`config.mk`:
```
export PLATFORM = sky130hd
export DESIGN_NAME = uart_rx_sampler
export DESIGN_NICKNAME = d
export VERILOG_FILES = /design/src/rtl/uart_rx_pkg.sv /design/src/rtl/uart_rx_fifo.sv /design/src/rtl/uart_rx_sampler.sv
export SDC_FILE = /design/constraint.sdc
export NUM_CORES = 1
export LEC_CHECK = 0
export ABC_AREA = 1
export BUFFER_PORTS_ARGS = -buffer_cell sky130_fd_sc_hd__buf_2
export CAP_MARGIN = 40
export CORE_UTILIZATION = 45
export CTS_BUF_LIST = sky130_fd_sc_hd__clkbuf_4 sky130_fd_sc_hd__clkbuf_8 sky130_fd_sc_hd__clkbuf_16
export CTS_CLUSTER_SIZE = 30
export DETAILED_ROUTE_END_ITERATION = 12
export MAX_ROUTING_LAYER = met4
export PLACE_DENSITY = 0.72
export SKIP_LAST_GASP = 1
export SLEW_MARGIN = 10
export SYNTH_ARGS = -nofsm -noshare
export SYNTH_HDL_FRONTEND = slang
export SYNTH_SLANG_ARGS = --single-unit
```
`constraint.sdc`:
```
create_clock -name clk_i -period 2.9 [get_ports clk_i]
set_input_delay 0.29 -clock clk_i [delete_from_list [all_inputs] [get_ports clk_i]]
set_output_delay 0.29 -clock clk_i [all_outputs]
set_load 0.03 [all_outputs]
```
`src/rtl/uart_rx_pkg.sv`:
```
// Shared types and defaults for the UART receive sampler and its byte FIFO.
package uart_rx_pkg;

  localparam int DATA_BITS_DEF  = 8;
  localparam int OVERSAMPLE_DEF = 16;
  localparam int FIFO_DEPTH_DEF = 4;
  localparam int CD_W           = 13;

  typedef enum logic [2:0] {
    ST_IDLE   = 3'd0,
    ST_START  = 3'd1,
    ST_DATA   = 3'd2,
    ST_PARITY = 3'd3,
    ST_STOP   = 3'd4
  } rx_state_e;

  // Line configuration, captured while idle and held for the whole frame.
  typedef struct packed {
    logic [CD_W-1:0] cd;
    logic            par_en;
    logic            par_odd;
  } rx_cfg_t;

  // Terminal count of the tick divider; a divisor of 0 acts as 1.
  function automatic logic [CD_W-1:0] cd_last(input logic [CD_W-1:0] cd);
    return (cd == '0) ? '0 : cd - CD_W'(1);
  endfunction

endpackage

```
`src/rtl/uart_rx_fifo.sv`:
```
// Received-byte FIFO: push/pop in one cycle, head shown combinationally (zero when empty).
// Push while full succeeds only together with a pop; otherwise it is ignored.
module uart_rx_fifo #(
  parameter int WIDTH = 8,
  parameter int DEPTH = 4
) (
  input  logic             clk_i,
  input  logic             rst_ni,
  input  logic             push_i,
  input  logic [WIDTH-1:0] push_dat_i,
  input  logic             pop_i,
  output logic [WIDTH-1:0] head_dat_o,
  output logic             full_o,
  output logic             empty_o
);

  localparam int AW = $clog2(DEPTH);

  logic [AW:0]      wr_ptr_q, wr_ptr_d;
  logic [AW:0]      rd_ptr_q, rd_ptr_d;
  logic [WIDTH-1:0] mem_q [DEPTH];
  logic             do_push;
  logic             do_pop;

  // Extra pointer bit distinguishes full from empty when the addresses match.
  assign empty_o = (wr_ptr_q == rd_ptr_q);
  assign full_o  = (wr_ptr_q[AW] != rd_ptr_q[AW]) && (wr_ptr_q[AW-1:0] == rd_ptr_q[AW-1:0]);
  assign do_pop  = pop_i && !empty_o;
  assign do_push = push_i && (!full_o || do_pop);

  assign head_dat_o = empty_o ? '0 : mem_q[rd_ptr_q[AW-1:0]];

  always_comb begin
    wr_ptr_d = wr_ptr_q;
    rd_ptr_d = rd_ptr_q;
    if (do_push) wr_ptr_d = wr_ptr_q + (AW+1)'(1);
    if (do_pop)  rd_ptr_d = rd_ptr_q + (AW+1)'(1);
  end

  always_ff @(posedge clk_i or negedge rst_ni) begin
    if (!rst_ni) begin
      wr_ptr_q <= '0;
      rd_ptr_q <= '0;
    end else begin
      wr_ptr_q <= wr_ptr_d;
      rd_ptr_q <= rd_ptr_d;
    end
  end

  always_ff @(posedge clk_i) begin
    if (do_push) mem_q[wr_ptr_q[AW-1:0]] <= push_dat_i;
  end

endmodule

```
`src/rtl/uart_rx_sampler.sv`:
```
// UART receiver: 2-flop synchronizer, oversampled mid-bit sampling, parity/stop checks, byte FIFO.
// Byte visible 2 cycles after the stop mid-bit; if the FIFO is full and not popped that cycle it is dropped (overrun).
module uart_rx_sampler
  import uart_rx_pkg::*;
#(
  parameter int DATA_BITS  = DATA_BITS_DEF,
  parameter int OVERSAMPLE = OVERSAMPLE_DEF,
  parameter int FIFO_DEPTH = FIFO_DEPTH_DEF
) (
  input  logic                 clk_i,
  input  logic                 rst_ni,
  input  logic                 uart_rxd_i,
  input  logic [CD_W-1:0]      cd_i,
  input  logic                 parity_en_i,
  input  logic                 parity_odd_i,
  input  logic                 rx_ready_i,
  output logic [DATA_BITS-1:0] rx_data_o,
  output logic                 rx_valid_o,
  output logic                 frame_err_o,
  output logic                 parity_err_o,
  output logic                 overrun_o,
  output logic                 rx_busy_o
);

  localparam int OS_W = $clog2(OVERSAMPLE);
  localparam int BI_W = $clog2(DATA_BITS + 1);
  localparam logic [OS_W-1:0] OS_MID  = OS_W'(OVERSAMPLE / 2 - 1);
  localparam logic [OS_W-1:0] OS_LAST = OS_W'(OVERSAMPLE - 1);
  localparam logic [BI_W-1:0] BI_LAST = BI_W'(DATA_BITS - 1);

  rx_state_e            state_q, state_d;
  rx_cfg_t              cfg_q, cfg_d;
  logic [CD_W-1:0]      tick_cnt_q, tick_cnt_d;
  logic [OS_W-1:0]      os_cnt_q, os_cnt_d;
  logic [BI_W-1:0]      bit_idx_q, bit_idx_d;
  logic [DATA_BITS-1:0] shreg_q, shreg_d;
  logic [DATA_BITS-1:0] push_dat_q, push_dat_d;
  logic                 par_bit_q, par_bit_d;
  logic                 wait_high_q, wait_high_d;
  logic                 push_q, push_d;
  logic                 frame_err_q, frame_err_d;
  logic                 parity_err_q, parity_err_d;
  logic                 overrun_q, overrun_d;
  logic                 rxd_meta_q, rxd_meta_d;
  logic                 rxd_sync_q, rxd_sync_d;
  logic                 tick;
  logic                 fifo_full;
  logic                 fifo_empty;
  logic                 pop;

  assign tick       = (state_q != ST_IDLE) && (tick_cnt_q == cd_last(cfg_q.cd));
  assign rx_valid_o = !fifo_empty;
  assign pop        = rx_valid_o && rx_ready_i;

  always_comb begin
    state_d      = state_q;
    cfg_d        = cfg_q;
    tick_cnt_d   = tick ? '0 : tick_cnt_q + CD_W'(1);
    os_cnt_d     = tick ? os_cnt_q + OS_W'(1) : os_cnt_q;
    bit_idx_d    = bit_idx_q;
    shreg_d      = shreg_q;
    par_bit_d    = par_bit_q;
    wait_high_d  = wait_high_q;
    push_d       = 1'b0;
    push_dat_d   = push_dat_q;
    frame_err_d  = 1'b0;
    parity_err_d = 1'b0;
    rxd_meta_d   = uart_rxd_i;
    rxd_sync_d   = rxd_meta_q;
    overrun_d    = push_q && fifo_full && !pop;

    case (state_q)
      ST_IDLE: begin
        cfg_d.cd      = cd_i;
        cfg_d.par_en  = parity_en_i;
        cfg_d.par_odd = parity_odd_i;
        tick_cnt_d    = '0;
        os_cnt_d      = '0;
        bit_idx_d     = '0;
        // After reset or a framing error, a low line is not a start until it has been high.
        if (rxd_sync_q)        wait_high_d = 1'b0;
        else if (!wait_high_q) state_d     = ST_START;
      end
      ST_START: begin
        if (tick && os_cnt_q == OS_MID) begin
          os_cnt_d = '0;
          state_d  = rxd_sync_q ? ST_IDLE : ST_DATA;
        end
      end
      ST_DATA: begin
        if (tick && os_cnt_q == OS_LAST) begin
          os_cnt_d  = '0;
          shreg_d   = {rxd_sync_q, shreg_q[DATA_BITS-1:1]};
          bit_idx_d = bit_idx_q + BI_W'(1);
          if (bit_idx_q == BI_LAST) state_d = cfg_q.par_en ? ST_PARITY : ST_STOP;
        end
      end
      ST_PARITY: begin
        if (tick && os_cnt_q == OS_LAST) begin
          os_cnt_d  = '0;
          par_bit_d = rxd_sync_q;
          state_d   = ST_STOP;
        end
      end
      ST_STOP: begin
        if (tick && os_cnt_q == OS_LAST) begin
          os_cnt_d = '0;
          state_d  = ST_IDLE;
          if (!rxd_sync_q) begin
            frame_err_d = 1'b1;
            wait_high_d = 1'b1;
          end else if (cfg_q.par_en && (par_bit_q != ((^shreg_q) ^ cfg_q.par_odd))) begin
            parity_err_d = 1'b1;
          end else begin
            push_d     = 1'b1;
            push_dat_d = shreg_q;
          end
        end
      end
      default: state_d = ST_IDLE;
    endcase
  end

  always_ff @(posedge clk_i or negedge rst_ni) begin
    if (!rst_ni) begin
      state_q      <= ST_IDLE;
      cfg_q        <= '0;
      tick_cnt_q   <= '0;
      os_cnt_q     <= '0;
      bit_idx_q    <= '0;
      shreg_q      <= '0;
      push_dat_q   <= '0;
      par_bit_q    <= 1'b0;
      wait_high_q  <= 1'b1;
      push_q       <= 1'b0;
      frame_err_q  <= 1'b0;
      parity_err_q <= 1'b0;
      overrun_q    <= 1'b0;
      rxd_meta_q   <= 1'b1;
      rxd_sync_q   <= 1'b1;
    end else begin
      state_q      <= state_d;
      cfg_q        <= cfg_d;
      tick_cnt_q   <= tick_cnt_d;
      os_cnt_q     <= os_cnt_d;
      bit_idx_q    <= bit_idx_d;
      shreg_q      <= shreg_d;
      push_dat_q   <= push_dat_d;
      par_bit_q    <= par_bit_d;
      wait_high_q  <= wait_high_d;
      push_q       <= push_d;
      frame_err_q  <= frame_err_d;
      parity_err_q <= parity_err_d;
      overrun_q    <= overrun_d;
      rxd_meta_q   <= rxd_meta_d;
      rxd_sync_q   <= rxd_sync_d;
    end
  end

  uart_rx_fifo #(
    .WIDTH (DATA_BITS),
    .DEPTH (FIFO_DEPTH)
  ) u_fifo (
    .clk_i      (clk_i),
    .rst_ni     (rst_ni),
    .push_i     (push_q),
    .push_dat_i (push_dat_q),
    .pop_i      (pop),
    .head_dat_o (rx_data_o),
    .full_o     (fifo_full),
    .empty_o    (fifo_empty)
  );

  assign frame_err_o  = frame_err_q;
  assign parity_err_o = parity_err_q;
  assign overrun_o    = overrun_q;
  assign rx_busy_o    = (state_q != ST_IDLE);

endmodule

```
* Word level (Yosys, flattened, before mapping) *
Memories as Yosys holds them, arrays and structs flattened.
Index checks and enable logic that the tools add are counted.

word-level totals
  output and inout bits = 13
  register bits = 69
  input port bits = 19
  word-level logic and storage cells = 113
  memory bits (writable) = 32
  memories = 1

cells by class
  reductions and logical operators = 27
  equal/unequal tests = 21
  $add $sub $neg = 6
  mux-type cells = 37
  bitwise operators = 2

memories
  name          words  bits a word  read ports  clocked after memory_dff  write ports  RTL line            text
  u_fifo.mem_q  4      8            1           0                         1            uart_rx_fifo.sv:21  logic [WIDTH-1:0] mem_q [DEPTH];

operators by type and width
  operator                                                               number
  13-bit 2-to-1 mux                                                      3
  3-bit 2-to-1 mux                                                       8
  2-bit inequality test (second input constant)                          9
  1-bit 2-to-1 mux                                                       16
  4-bit 2-to-1 mux                                                       4
  3-bit one-hot mux with 5 select lines                                  1
  13-bit by 1-bit adder with 13-bit output (second input constant)       1
  13-bit == test                                                         1
  13-bit zero test                                                       1
  13-bit by 1-bit subtractor with 13-bit output (second input constant)  1
  4-bit one-hot mux with 3 select lines                                  1
  1-bit logical AND                                                      10
  4-bit by 1-bit adder with 4-bit output (second input constant)         2
  4-bit by 3-bit == test with 1-bit output (second input constant)       2
  8-bit 2-to-1 mux                                                       1
  4-bit one-hot mux with 2 select lines                                  1
  4-bit AND reduction                                                    2
  8-bit XOR reduction                                                    1
  7-bit AND reduction                                                    1
  3-bit by 1-bit adder with 3-bit output (second input constant)         2
  3-bit by 2-bit == test with 1-bit output (second input constant)       2
  2-bit AND reduction                                                    3
  4-bit == test (second input constant)                                  1
  2-bit nonzero test                                                     2
  14 further kinds                                                       17

* Longest topological paths before layout *
Gate-level depths: netlist (run 1).

  word-level depth = 8
  gate-level depth with buffers = 19
  mapped depth without buffers = 18

* Modules after synthesis *
A second synthesis (run 1) with hierarchy kept.

second synthesis, totals
  cells, all modules = 652
  area total of the unflattened synthesis = 5,502.8 µm²

modules (own cells, without submodules)
  module           cells an instance  times used  area an instance (µm²)  seq. area each (µm²)
  uart_rx_sampler  490                1           3,731.1                 1,580.3
  uart_rx_fifo     162                1           1,771.7                 1,111.1

* Worst setup path before layout (run 1) *
Ideal clock, no wire load.

  path kind = register to register
  start = register cfg_q[2] (netlist name)
  end = register shreg_q[2]
  data arrival time = 2,202 ps
  setup time = 120 ps
  buffers on the path = 2
  required time = 2,780 ps
  clock period less this slack = 2,321 ps
  cell stages (with the launch flop) = 18
  setup slack = 579 ps
  cells stage by stage = dfrtp_1 > clkinv_1 > ha_1 > nand2_2 > nor2_4 > nand2_4 > buf_6 > nand3_2 > nand2_2 > nor2_1 > nand3_1 > nor2_4 > nand2_4 > nor2_4 > nand2_2 > buf_6 > nor2_1 > a21oi_2

between the ends
  word-level cells in the longest chain between the ends = 6

RTL lines
  what                                                                                      RTL line                text
  from (decl)                                                                               uart_rx_sampler.sv:32   rx_cfg_t cfg_q, cfg_d;
  from (signal assigned)                                                                    uart_rx_sampler.sv:143  cfg_q <= cfg_d;
  13-bit by 1-bit subtractor with 13-bit output / 13-bit zero test (equally long branches)  uart_rx_pkg.sv:26       return (cd == '0) ? '0 : cd - CD_W'(1);
  13-bit 2-to-1 mux (*)                                                                     uart_rx_pkg.sv:26
  13-bit == test (*)                                                                        uart_rx_sampler.sv:51   assign tick = (state_q != ST_IDLE) && (tick_cnt_q == cd_last(cfg_q.cd));
  1-bit logical AND (*)                                                                     uart_rx_sampler.sv:51
  1-bit logical AND (*)                                                                     uart_rx_sampler.sv:91   if (tick && os_cnt_q == OS_LAST) begin
  2-bit AND reduction (no source line) (*)                                                  -
  to (signal assigned)                                                                      uart_rx_sampler.sv:147  shreg_q <= shreg_d;
  to (decl)                                                                                 uart_rx_sampler.sv:36   logic [DATA_BITS-1:0] shreg_q, shreg_d;

Every way passes the cells marked *; elsewhere a longest branch is shown, timed or not.
A chain may end at the register's enable or synchronous reset.

* Final worst setup path (run 1) *
  start = register cfg_q[3] (netlist name)
  end = register push_dat_q[0]

between the ends
  word-level cells in the longest chain between the ends = 6

RTL lines
  what                                                                                      RTL line                text
  13-bit by 1-bit subtractor with 13-bit output / 13-bit zero test (equally long branches)  uart_rx_pkg.sv:26
  13-bit 2-to-1 mux (*)                                                                     uart_rx_pkg.sv:26
  13-bit == test (*)                                                                        uart_rx_sampler.sv:51
  1-bit logical AND (*)                                                                     uart_rx_sampler.sv:51
  1-bit logical AND (*)                                                                     uart_rx_sampler.sv:106  if (tick && os_cnt_q == OS_LAST) begin
  4-bit AND reduction (no source line) (*)                                                  -
  to (signal assigned)                                                                      uart_rx_sampler.sv:148  push_dat_q <= push_dat_d;
  to (decl)                                                                                 uart_rx_sampler.sv:37   logic [DATA_BITS-1:0] push_dat_q, push_dat_d;

Marked as above.

==> results.sh, run 1 <==
export IMPL_status="complete, no violations"
export IMPL_peakVddDrop_mv=0.6281
export IMPL_p_int_uw=2484
export IMPL_reg2reg_slack_ns=0.28
export IMPL_cp_common_cell="nand2_1"
export IMPL_layout_setup_ws_ns=0.2776
export IMPL_worstSetupPathType="flop to flop"
export IMPL_coreArea_um2=11470
export IMPL_yosys_area_top_type="dfrtp_1"
export IMPL_fin_skew_ns=0.009983
export IMPL_syn_to_final_growth_pct=12.16
export IMPL_fin_nets=702
export IMPL_die_x_um=110.7
export IMPL_r2r_start="cfg_q[3]"
export IMPL_dp_slack_ns=0.1752
export IMPL_cts_path_max_buffers=2
export IMPL_drive_above_1_share_pct=13.84
export IMPL_p_sw_uw=1317
export IMPL_portBuffers=31
export IMPL_synth_warnings=0
export IMPL_post_synth_cell_area_avg_um2=8.361
export IMPL_grt_usage_pct=19.12
export IMPL_cp_required_ns=3.15
export IMPL_drcViolationCount=0
export IMPL_synthCells=636
export IMPL_die_y_um=110.7
export IMPL_synth_top_family_by_area="simple AND/OR/NAND/NOR gates"
export IMPL_clockPowerShare_pct=30.8
export IMPL_cts_root_buffer="clkbuf_16"
export IMPL_max_freq_ghz=0.3813
export IMPL_worst_path_max_fanout=27
export IMPL_muxShareOfSynthArea_pct=0.2118
export IMPL_clkTransAtPathRegs_ns=0.07
export IMPL_syn_nets=664
export IMPL_yosys_area_top_type_share_pct=31.06
export IMPL_synthTopCellsByArea="dfrtp_1, edfxtp_1, nand2_1"
export IMPL_grt_pass1_wl_mm=18.29
export IMPL_start_kind="flop"
export IMPL_synth_edf_count=32
export IMPL_yosysSeqAreaShare_pct=50.61
export IMPL_num_rows=39
export IMPL_slowest_stage="dfrtp_1"
export IMPL_rr_endpoint="push_dat_q[0]"
export IMPL_num_fill_cells=1047
export IMPL_n_antenna_cell=0
export IMPL_leakage_uw=0.003011
export IMPL_p_per_area_nw_per_um2=637.3
export IMPL_grt_remaining_overflow=0
export IMPL_path_cells="inv_1 > ha_2 > nand2_2 > nor2_4 > nand2_8 > nand2_1 > nand2_1 > nand2_1 > nand3_1 > nor2_1 > nand2_1 > nor2_1 > nand3_1 > inv_2 > nand3_2 > nand2_1 > nand2_1"
export IMPL_maxCapViolCount=0
export IMPL_htree_levels=3
export IMPL_synthDistinctLibCells=34
export IMPL_min_path_type="input port to asynchronous set/reset pin"
export IMPL_power_frac_seq_pct=43.8
export IMPL_hold_viol=0
export IMPL_setup_viol=0
export IMPL_via_per_inst=5.005
export IMPL_cts_tree="built"
export IMPL_slowest_delay_ns=0.39
export IMPL_slew_limit_headroom_pct=48.00
export IMPL_seq_area_um2=2691
export IMPL_synthSimpleGateAreaFrac_pct=30.09
export IMPL_synth_ff_type="dfrtp_1"
export IMPL_dr_pass1_iters=5
export IMPL_crit_path_end_kind="flop"
export IMPL_syn_area_um2=5318
export IMPL_worstMarginPinSlew_ns=0.7799
export IMPL_start_util_pct=46.37
export IMPL_routed_wl_mm=10.62
export IMPL_dpl_hpwl_mm=7.670
export IMPL_pwr_share_comb_pct=25.5
export IMPL_ios=32
export IMPL_r2r_cells=17
export IMPL_wire_per_inst_um=12.92
export IMPL_grt_max_degree=40
export IMPL_die_area_um2=12260
export IMPL_drt_iter0_drc=239
export IMPL_cp_arrival_ns=2.87
export IMPL_num_vias=4114
export IMPL_cts_sinks=101
export IMPL_cts_buffers=9
export IMPL_synth_fa_ha_area_share_pct=2.118
export IMPL_async_reset_ff_share_pct=68.32
export IMPL_synth_common_cells="nand2_1, nor2_1, inv_1"
export IMPL_maxSlewViolCount=0
export IMPL_first_global_vias=4025
export IMPL_antenna_found_initial=0
export IMPL_multi_input_area_um2=2252
export IMPL_synthXorXnorAreaFrac_pct=4.282
export IMPL_period_needed_ns=2.622
export IMPL_switching_share_pct=34.65
export IMPL_gp_congestion=0.8865
export IMPL_yosysMostFrequentCell="nand2_1"
export IMPL_fin_setup_tns_ns=0
export IMPL_clk_insertion_delay_late_ns=0.36
export IMPL_ant_nets=0
export IMPL_synth_compound_area_share_pct=5.388
export IMPL_rsz0062_at_grt="no"
export IMPL_post_route_period_util_pct=90.43
export IMPL_synth_seq_cells=101
[registers in the layout, indices dropped and copies added, names as in the netlist]
register / count
bit_idx_q: 4
cfg_q: 15
frame_err_o: 1
os_cnt_q: 4
overrun_o: 1
par_bit_q: 1
parity_err_o: 1
push_dat_q: 8
push_q: 1
rxd_meta_q: 1
rxd_sync_q: 1
shreg_q: 8
state_q: 3
tick_cnt_q: 13
u_fifo.mem_q: 32
u_fifo.rd_ptr_q: 3
u_fifo.wr_ptr_q: 3
wait_high_q: 1
[what timing repair did]
item                       CTS  global route
gates resized for setup      0             3
setup endpoints to repair    0            24
hold buffers                 0             0
buffers inserted             0             1
[cell usage in the layout (no fill, tap or decap), types with 2 or more instances in the layout]
master	Yosys	routed
nand3_2	5	5
edfxtp_1	32	32
nand3b_1	2	2
clkbuf_16	0	9
nor2_4	5	5
a21oi_1	6	6
buf_2	1	31
ha_1	9	8
nand3_1	36	36
a21oi_2	3	3
o32ai_1	8	8
inv_2	2	2
clkinv_1	3	3
nand2_2	6	6
dfstp_2	3	3
buf_4	0	10
nor3b_1	3	3
inv_1	75	75
dfrtp_1	66	66
inv_6	0	3
xor2_1	18	18
nor3_1	4	4
nand2_4	3	2
nor2_2	5	6
nand4_1	24	24
o21ai_1	4	4
xnor2_1	8	8
nand2_1	173	173
o21ai_0	25	25
nor2_1	88	87
[metal layers]
| layer | vias to the layer above | wire (um) | GRT usage, % |
|---|---|---|---|
| li1 | 2112 | - | - |
| met1 | 1914 | 4882 | 23.65 |
| met3 | 11 | 420 | 5.194 |
| met4 | 0 | 144 | 6.044 |
| met2 | 77 | 5170 | 30.56 |
| met5 | - | 0 | - |
[power by group through the flow]
| stage | Clock, uW | Sequential, uW | Combinational, uW |
|---|---|---|---|
| 2_1_floorplan | 0 | 1620 | 782 |
| 3_3_place_gp | 0 | 1680 | 944 |
| 3_5_place_dp | 0 | 1690 | 972 |
| 4_1_cts | 1200 | 1660 | 975 |
| 5_1_grt | 1260 | 1680 | 1090 |
| 6_report | 1170 | 1660 | 968 |
[cell families after synthesis]
family	count (synthesis)
AND/OR/NAND/NOR	356
flip-flops	101
buffers and inverters	95
AO/OA/AOI/OAI	48
XOR/XNOR	26
adder cells (fa/ha/maj)	9
multiplexers	1
[worst max-delay path: cells and delay by family, from the launching register on]
kind / cells / cell delay, ns
buffers and inverters: 2 / 0.23
AND/OR/NAND/NOR: 14 / 1.66
flip-flops: 1 / 0.39
adder cells (fa/ha/maj): 1 / 0.24
[how the worst max path moves through the flow]
stage | startpoint | end | slack [ns] | depth (start not counted)
2_1_floorplan | cfg_q[2] | shreg_q[2] | 0.58 | 17
3_3_place_gp | cfg_q[3] | push_dat_q[7] | 0.28 | 17
3_5_place_dp | cfg_q[3] | push_dat_q[7] | 0.18 | 17
4_1_cts | cfg_q[3] | push_dat_q[0] | 0.16 | 17
5_1_grt | cfg_q[3] | push_dat_q[7] | 0.02 | 17
6_report | cfg_q[3] | push_dat_q[0] | 0.28 | 17
[metrics by stage]
stage / util (%) / hold slack, ns / total power [uW] / std cells / cell area, um^2
after global placement: 49.29 / 0.3462 / 2628 / 805 / 5652
after floorplan: - / -0.005591 / 2401 / 636 / 5318
after global routing: 52.01 / 0.02007 / 4029 / 822 / 5964
after CTS: 51.83 / 0.02223 / 3838 / 821 / 5943
final: 52.01 / 0.0005091 / 3801 / 822 / 5964
after detailed placement: 49.29 / 0.3522 / 2658 / 805 / 5652
[area by class of cell]
| class | instances | share of cell area [%] |
|---|---|---|
| multi-input combinational | 440 | 37.76 |
| inverter | 80 | 5.035 |
| clock inverter | 7 | 1.112 |
| sequential | 101 | 45.12 |
| timing repair buffer | 42 | 4.196 |
| clock buffer | 9 | 3.776 |
| tap | 143 | 3.000 |
No activity file was read; power rests on OpenSTA's default activity.
==> run 2, diff against run 1 <==
--- a/config.mk
+++ b/config.mk
@@ -18,4 +18,5 @@
 export SLEW_MARGIN = 10
 export SYNTH_ARGS = -nofsm -noshare
 export SYNTH_HDL_FRONTEND = slang
+export SYNTH_HIERARCHICAL = 1
 export SYNTH_SLANG_ARGS = --single-unit
==> run 2 against run 1 <==
  * Critical path type unchanged
  * Final cell count is 2.6% higher
  * Combinational power is 65% lower
  * Largest cell class unchanged
  * Sequential cell count stayed put
  * Highest routed layer unchanged
  * Core utilization is 0.90 points lower
  * Non-clock buffer count is 1 higher
  * Fmax is 2.0% higher
  * Design area is 2.5% higher
==> results.sh, run 2 <==
export IMPL_status="complete, no violations"
export IMPL_r2r_cells=15
export IMPL_die_y_um=112.6
export IMPL_synth_warnings=6
export IMPL_grt_usage_pct=20.05
export IMPL_num_vias=4298
export IMPL_path_cells="inv_2 > ha_1 > nand2_4 > nor2_4 > nand2_4 > nand3_2 > nand2_1 > nor2_1 > nand2_1 > nor2_1 > nand2_1 > nor2_1 > nand4_2 > nand2_1 > nand2_1"
export IMPL_largest_reg_flops=32
export IMPL_setup_viol=0
export IMPL_cp_arrival_ns=2.80
export IMPL_crit_path_end_kind="flop"
export IMPL_cts_sinks=101
export IMPL_min_to="rxd_meta_q"
export IMPL_multi_input_area_um2=2382
export IMPL_worst_path_max_fanout=23
export IMPL_dr_pass1_iters=5
export IMPL_start_util_pct=46.00
export IMPL_slowest_delay_ns=0.37
export IMPL_max_freq_ghz=0.3891
export IMPL_die_x_um=112.6
export IMPL_cp_common_cell="nand2_1"
export IMPL_cp_required_ns=3.13
export IMPL_postCtsSetupBuffers=0
export IMPL_ios=32
export IMPL_routed_wl_mm=11.06
export IMPL_antenna_found_initial=0
export IMPL_worstSetupPathType="flop to flop"
export IMPL_final_area_um2=6113
export IMPL_grt_max_degree=44
export IMPL_synth_edf_count=32
export IMPL_slew_limit_headroom_pct=56.62
export IMPL_coreArea_um2=11960
export IMPL_yosys_area_top_type_share_pct=30.01
export IMPL_drive_above_1_share_pct=15.66
export IMPL_p_per_area_nw_per_um2=497.6
export IMPL_dpl_hpwl_mm=8.103
export IMPL_final_common_cell="nand2_1"
export IMPL_rsz0062_at_grt="no"
export IMPL_ant_nets=0
export IMPL_maxSlewViolCount=0
export IMPL_async_reset_ff_share_pct=68.32
export IMPL_dpl_cell_area_um2=5822
export IMPL_yosysMostFrequentCell="nand2_1"
export IMPL_grt_remaining_overflow=0
export IMPL_fin_setup_tns_ns=0
export IMPL_synth_common_cells="nand2_1, nor2_1, inv_1"
export IMPL_reg2reg_slack_ns=0.33
export IMPL_fin_skew_ns=0.007245
export IMPL_cts_path_max_buffers=2
export IMPL_critPathLaunch="cfg_q[2]"
export IMPL_n_antenna_cell=0
export IMPL_clk_insertion_delay_late_ns=0.35
export IMPL_clkTransAtPathRegs_ns=0.07
export IMPL_slowest_stage="dfrtp_1"
export IMPL_via_per_inst=5.098
export IMPL_rr_endpoint="push_dat_q[5]"
export IMPL_synthDistinctLibCells=39
export IMPL_drt_iter0_drc=362
export IMPL_peakVddDrop_mv=0.2292
export IMPL_yosysSeqAreaShare_pct=48.91
export IMPL_wire_per_inst_um=13.11
export IMPL_post_route_period_util_pct=88.63
export IMPL_holdCritStartpoint="uart_rxd_i"
export IMPL_maxCapViolCount=0
export IMPL_cp_top_family="simple AND/OR/NAND/NOR gates"
export IMPL_hold_ws_ns=0.03200
export IMPL_post_synth_cell_area_avg_um2=8.440
export IMPL_portBuffers=31
export IMPL_num_fill_cells=1124
export IMPL_worstMarginPinSlew_ns=0.6506
export IMPL_cts_buffers=9
export IMPL_syn_area_um2=5503
export IMPL_hold_depth=1
export IMPL_yosys_area_top_type="dfrtp_1"
export IMPL_synthTopCellsByArea="dfrtp_1, edfxtp_1, nand2_1"
export IMPL_cts_tree="built"
export IMPL_min_path_type="input port to flop"
export IMPL_hold_viol=0
export IMPL_num_rows=40
export IMPL_grt_pass1_wl_mm=19.72
export IMPL_syn_to_final_growth_pct=11.10
export IMPL_first_global_vias=4328
export IMPL_final_cell_mix="nand2_1, nor2_1, inv_1"
export IMPL_leakage_uw=0.003150
export IMPL_die_area_um2=12670
export IMPL_period_needed_ns=2.570
export IMPL_cts_root_buffer="clkbuf_16"
export IMPL_drcViolationCount=0
export IMPL_synthCells=652
export IMPL_cp_num_buf_inv=1
export IMPL_seq_area_um2=2691
export IMPL_synth_ff_type="dfrtp_1"
export IMPL_fin_nets=719
export IMPL_syn_nets=680
export IMPL_htree_levels=3
export IMPL_synth_seq_cells=101
export IMPL_r2r_start="cfg_q[2]"
export IMPL_gp_congestion=0.9479
export IMPL_start_kind="flop"
-- run 2: cell count changes after synthesis, sizes merged, moves of 7 or more --
cell	before	now
nand2	182	166
nor2	98	113
buf	5	13
clkbuf	10	2
o32ai	8	0
a21oi	9	16
-- run 2: report_power, final --
| part | internal (uW) | switching [uW] | total (uW) | leakage (uW) |
|---|---|---|---|---|
| Sequential | 1520 | 53.5 | 1570 | 0.00128 |
| Clock | 603 | 531 | 1130 | 0.000131 |
| Combinational | 122 | 216 | 339 | 0.00174 |
| Total | 2240 | 800 | 3040 | 0.00315 |
-- run 2: final cells by class --
| cell class | instances | area share, % |
|---|---|---|
| clock buffer | 11 | 3.930 |
| clock inverter | 5 | 0.5935 |
| inverter | 84 | 5.219 |
| multi-input combinational | 452 | 38.97 |
| sequential | 101 | 44.02 |
| tap | 147 | 3.009 |
| timing repair buffer | 43 | 4.257 |
-- run 2: worst max-delay path by stage --
stage | to | cells past startpoint
global placement | shreg_q[2] | 15
CTS | shreg_q[4] | 15
global route | push_dat_q[6] | 15
detailed placement | shreg_q[4] | 15
finish | push_dat_q[5] | 15
floorplan | u_fifo/mem_q[0][0] | 12
-- run 2: kinds of logic (layout without fill, tap and decap cells) --
logic type,count (synthesis),in the layout,synth area share [%]
fa+ha+maj,9,9,2.046
flops,101,101,48.91
compound gates,49,49,4.707
xor+xnor,23,23,4.002
simple gates,366,366,31.42
mux,5,5,1.023
buf+inv,99,143,7.890
-- run 2: metrics by stage --
step	std cells	utilization, %	power, uW	worst slack, ns
floorplan	652	-	1833	0.6171
global placement	826	48.67	1923	0.3594
detailed placement	826	48.67	1932	0.2568
CTS	843	51.07	3068	0.2320
global route	843	51.11	3185	0.006867
finish	843	51.11	3042	0.3298
-- run 2: what timing repair did --
item / in CTS / in global routing
hold endpoints to repair: 26 / 0
setup endpoints to repair: 0 / 9
hold buffers: 1 / 0
resized for setup: 0 / 1
-- run 2: metal layers --
metal	routed length, um	up-vias	track usage, %
li1	-	2160	-
met1	5074	2021	23.80
met2	5438	95	33.50
met3	333	22	3.456
met4	209	0	8.800
met5	0	-	-
-- run 2: worst reg2reg max path, cell delays in order, from the launching register on --
cell and delay (ns):
dfrtp_1 0.37, inv_2 0.12, ha_1 0.28, nand2_4 0.10, nor2_4 0.15, nand2_4 0.18, nand3_2 0.11, nand2_1 0.11
nor2_1 0.13, nand2_1 0.06, nor2_1 0.16, nand2_1 0.07, nor2_1 0.18, nand4_2 0.25, nand2_1 0.12, nand2_1 0.07
==> run 3, diff against run 2 <==
--- a/config.mk
+++ b/config.mk
@@ -13,7 +13,7 @@
 export CTS_CLUSTER_SIZE = 30
 export DETAILED_ROUTE_END_ITERATION = 12
 export MAX_ROUTING_LAYER = met4
-export PLACE_DENSITY = 0.72
+export PLACE_DENSITY_LB_ADDON = 0.3
 export SKIP_LAST_GASP = 1
 export SLEW_MARGIN = 10
 export SYNTH_ARGS = -nofsm -noshare
==> run 3 against run 2 <==
  * The flow now finishes with violations (negative hold slack)
  * Global-route usage is 0.18 points higher
  * Sequential power hardly changed
  * Clock-buffer cell count shrank 1
  * Worst hold slack got worse by 0.034 ns
  * Via count shrank 1.6%
  * Critical path depth shrank 1
  * Clock power is essentially flat
  * Die area did not move
  * Setup slack worse by 0.032 ns
  * Sequential cell count unchanged
  * Largest power group unchanged
==> results.sh, run 3 (synthesized netlist as in run 2, its figures left out) <==
export IMPL_status="complete, but fails checks"
export IMPL_violations="negative hold slack"
export IMPL_peakVddDrop_mv=0.2599
export IMPL_cp_required_ns=3.18
export IMPL_seq_area_um2=2691
export IMPL_drive_above_1_share_pct=16.09
export IMPL_min_path_type="input port to asynchronous set/reset pin"
export IMPL_first_global_vias=4210
export IMPL_final_common_cell="nand2_1"
export IMPL_p_sw_uw=830.2
export IMPL_wire_per_inst_um=13.33
export IMPL_dr_pass1_iters=4
export IMPL_die_y_um=112.6
export IMPL_final_cell_mix="nand2_1, nor2_1, inv_1"
export IMPL_rsz0062_at_grt="no"
export IMPL_portBuffers=31
export IMPL_coreArea_um2=11960
export IMPL_cp_top_family="simple AND/OR/NAND/NOR gates"
export IMPL_drcViolationCount=0
export IMPL_path_cells="inv_2 > ha_1 > nand2_4 > nor2_4 > nand2_4 > nand3_1 > nand2_1 > nand2_1 > inv_1 > nor3_2 > nand3_1 > nor2_4 > nand2_1 > a21oi_1"
export IMPL_worstMarginPinSlew_ns=0.7312
export IMPL_cts_tree="built"
export IMPL_multi_input_area_um2=2394
export IMPL_grt_max_degree=40
export IMPL_ant_nets=0
export IMPL_clkTransAtPathRegs_ns=0.08
export IMPL_power_frac_seq_pct=51.3
export IMPL_hold_ws_ns=-0.001886
export IMPL_num_vias=4230
export IMPL_period_needed_ns=2.603
export IMPL_clk_insertion_delay_late_ns=0.35
export IMPL_grt_pass1_wl_mm=19.73
export IMPL_hold_viol=1
export IMPL_switching_share_pct=27.02
export IMPL_slew_limit_headroom_pct=51.25
export IMPL_cp_arrival_ns=2.89
export IMPL_num_fill_cells=1135
export IMPL_worstSetupPathType="flop to flop"
export IMPL_fin_skew_ns=0.01029
export IMPL_p_per_area_nw_per_um2=501.5
export IMPL_routed_wl_mm=11.23
export IMPL_pwr_share_comb_pct=11.0
export IMPL_postCtsSetupBuffers=0
export IMPL_grt_remaining_overflow=0
export IMPL_n_antenna_cell=0
export IMPL_antenna_found_initial=0
export IMPL_die_area_um2=12670
export IMPL_num_rows=40
export IMPL_p_int_uw=2242
export IMPL_largest_reg_flops=32
export IMPL_setup_viol=0
export IMPL_start_kind="flop"
export IMPL_drt_iter0_drc=289
export IMPL_htree_levels=3
export IMPL_crit_path_end_kind="flop"
export IMPL_via_per_inst=5.018
export IMPL_maxSlewViolCount=0
export IMPL_syn_to_final_growth_pct=11.35
export IMPL_fin_setup_tns_ns=0
export IMPL_cts_sinks=101
export IMPL_cts_path_max_buffers=2
export IMPL_post_route_period_util_pct=89.75
export IMPL_slowest_delay_ns=0.37
export IMPL_cp_num_buf_inv=2
export IMPL_fin_nets=719
export IMPL_leakage_uw=0.003158
export IMPL_max_freq_ghz=0.3842
export IMPL_die_x_um=112.6
export IMPL_dpl_hpwl_mm=8.344
export IMPL_cp_common_cell="nand2_1"
export IMPL_clockPowerShare_pct=37.7
export IMPL_ios=32
export IMPL_cts_buffers=9
export IMPL_cts_root_buffer="clkbuf_16"
export IMPL_slowest_stage="dfrtp_1"
export IMPL_maxCapViolCount=0
export IMPL_grt_usage_pct=20.22
export IMPL_worst_path_max_fanout=23
export IMPL_gp_congestion=1.022
export IMPL_start_util_pct=46.00
-- run 3: repair_timing --
action                                  in CTS  in global routing
hold buffers                                 0                  0
resized for setup                            0                  3
endpoints found under the setup margin       0                 17
-- run 3: final cells by class --
| cell class | instances | share of cell area (%) |
|---|---|---|
| multi-input combinational | 452 | 39.06 |
| tap | 147 | 3.002 |
| sequential | 101 | 43.92 |
| timing repair buffer | 43 | 4.207 |
| inverter | 84 | 5.207 |
| clock inverter | 6 | 0.7964 |
| clock buffer | 10 | 3.798 |
-- run 3: power groups by stage --
stage | Clock, uW | Combinational, uW | Sequential [uW]
detailed placement | 0 | 336 | 1600
global placement | 0 | 329 | 1600
finish | 1160 | 339 | 1580
CTS | 1180 | 339 | 1580
floorplan | 0 | 251 | 1580
global route | 1250 | 388 | 1580
-- run 3: worst paths after layout --
path	depth (start not counted)	slack [ns]	to	startpoint
worst max-delay path	14	0.30	wait_high_q	cfg_q[2]
worst min-delay path	1	-0.002	tick_cnt_q[0]	rst_ni
worst max register to register	14	0.30	wait_high_q	cfg_q[2]
worst min register to register	0	0.36	rxd_sync_q	rxd_meta_q
max in group asynchronous	2	2.20	wait_high_q	rst_ni
min in group clk_i	1	0.03	rxd_meta_q	uart_rxd_i
-- run 3: routing by layer --
layer  GRT usage, %  part of all wire, %
met1          24.70                   45
met2          33.91                   49
met3          3.564                  4.0
met4          6.756                  1.8
met5              -                    0
-- run 3: stage by stage --
stage / cell area (um^2) / utilization (%) / setup slack [ns] / cells / total power, uW
4_1_cts: 6111 / 51.09 / 0.2239 / 843 / 3099
6_report: 6127 / 51.22 / 0.2973 / 843 / 3073
2_1_floorplan: 5503 / - / 0.6171 / 652 / 1833
5_1_grt: 6127 / 51.22 / 0.02251 / 843 / 3219
3_5_place_dp: 5829 / 48.73 / 0.2435 / 827 / 1938
3_3_place_gp: 5829 / 48.73 / 0.3538 / 827 / 1930
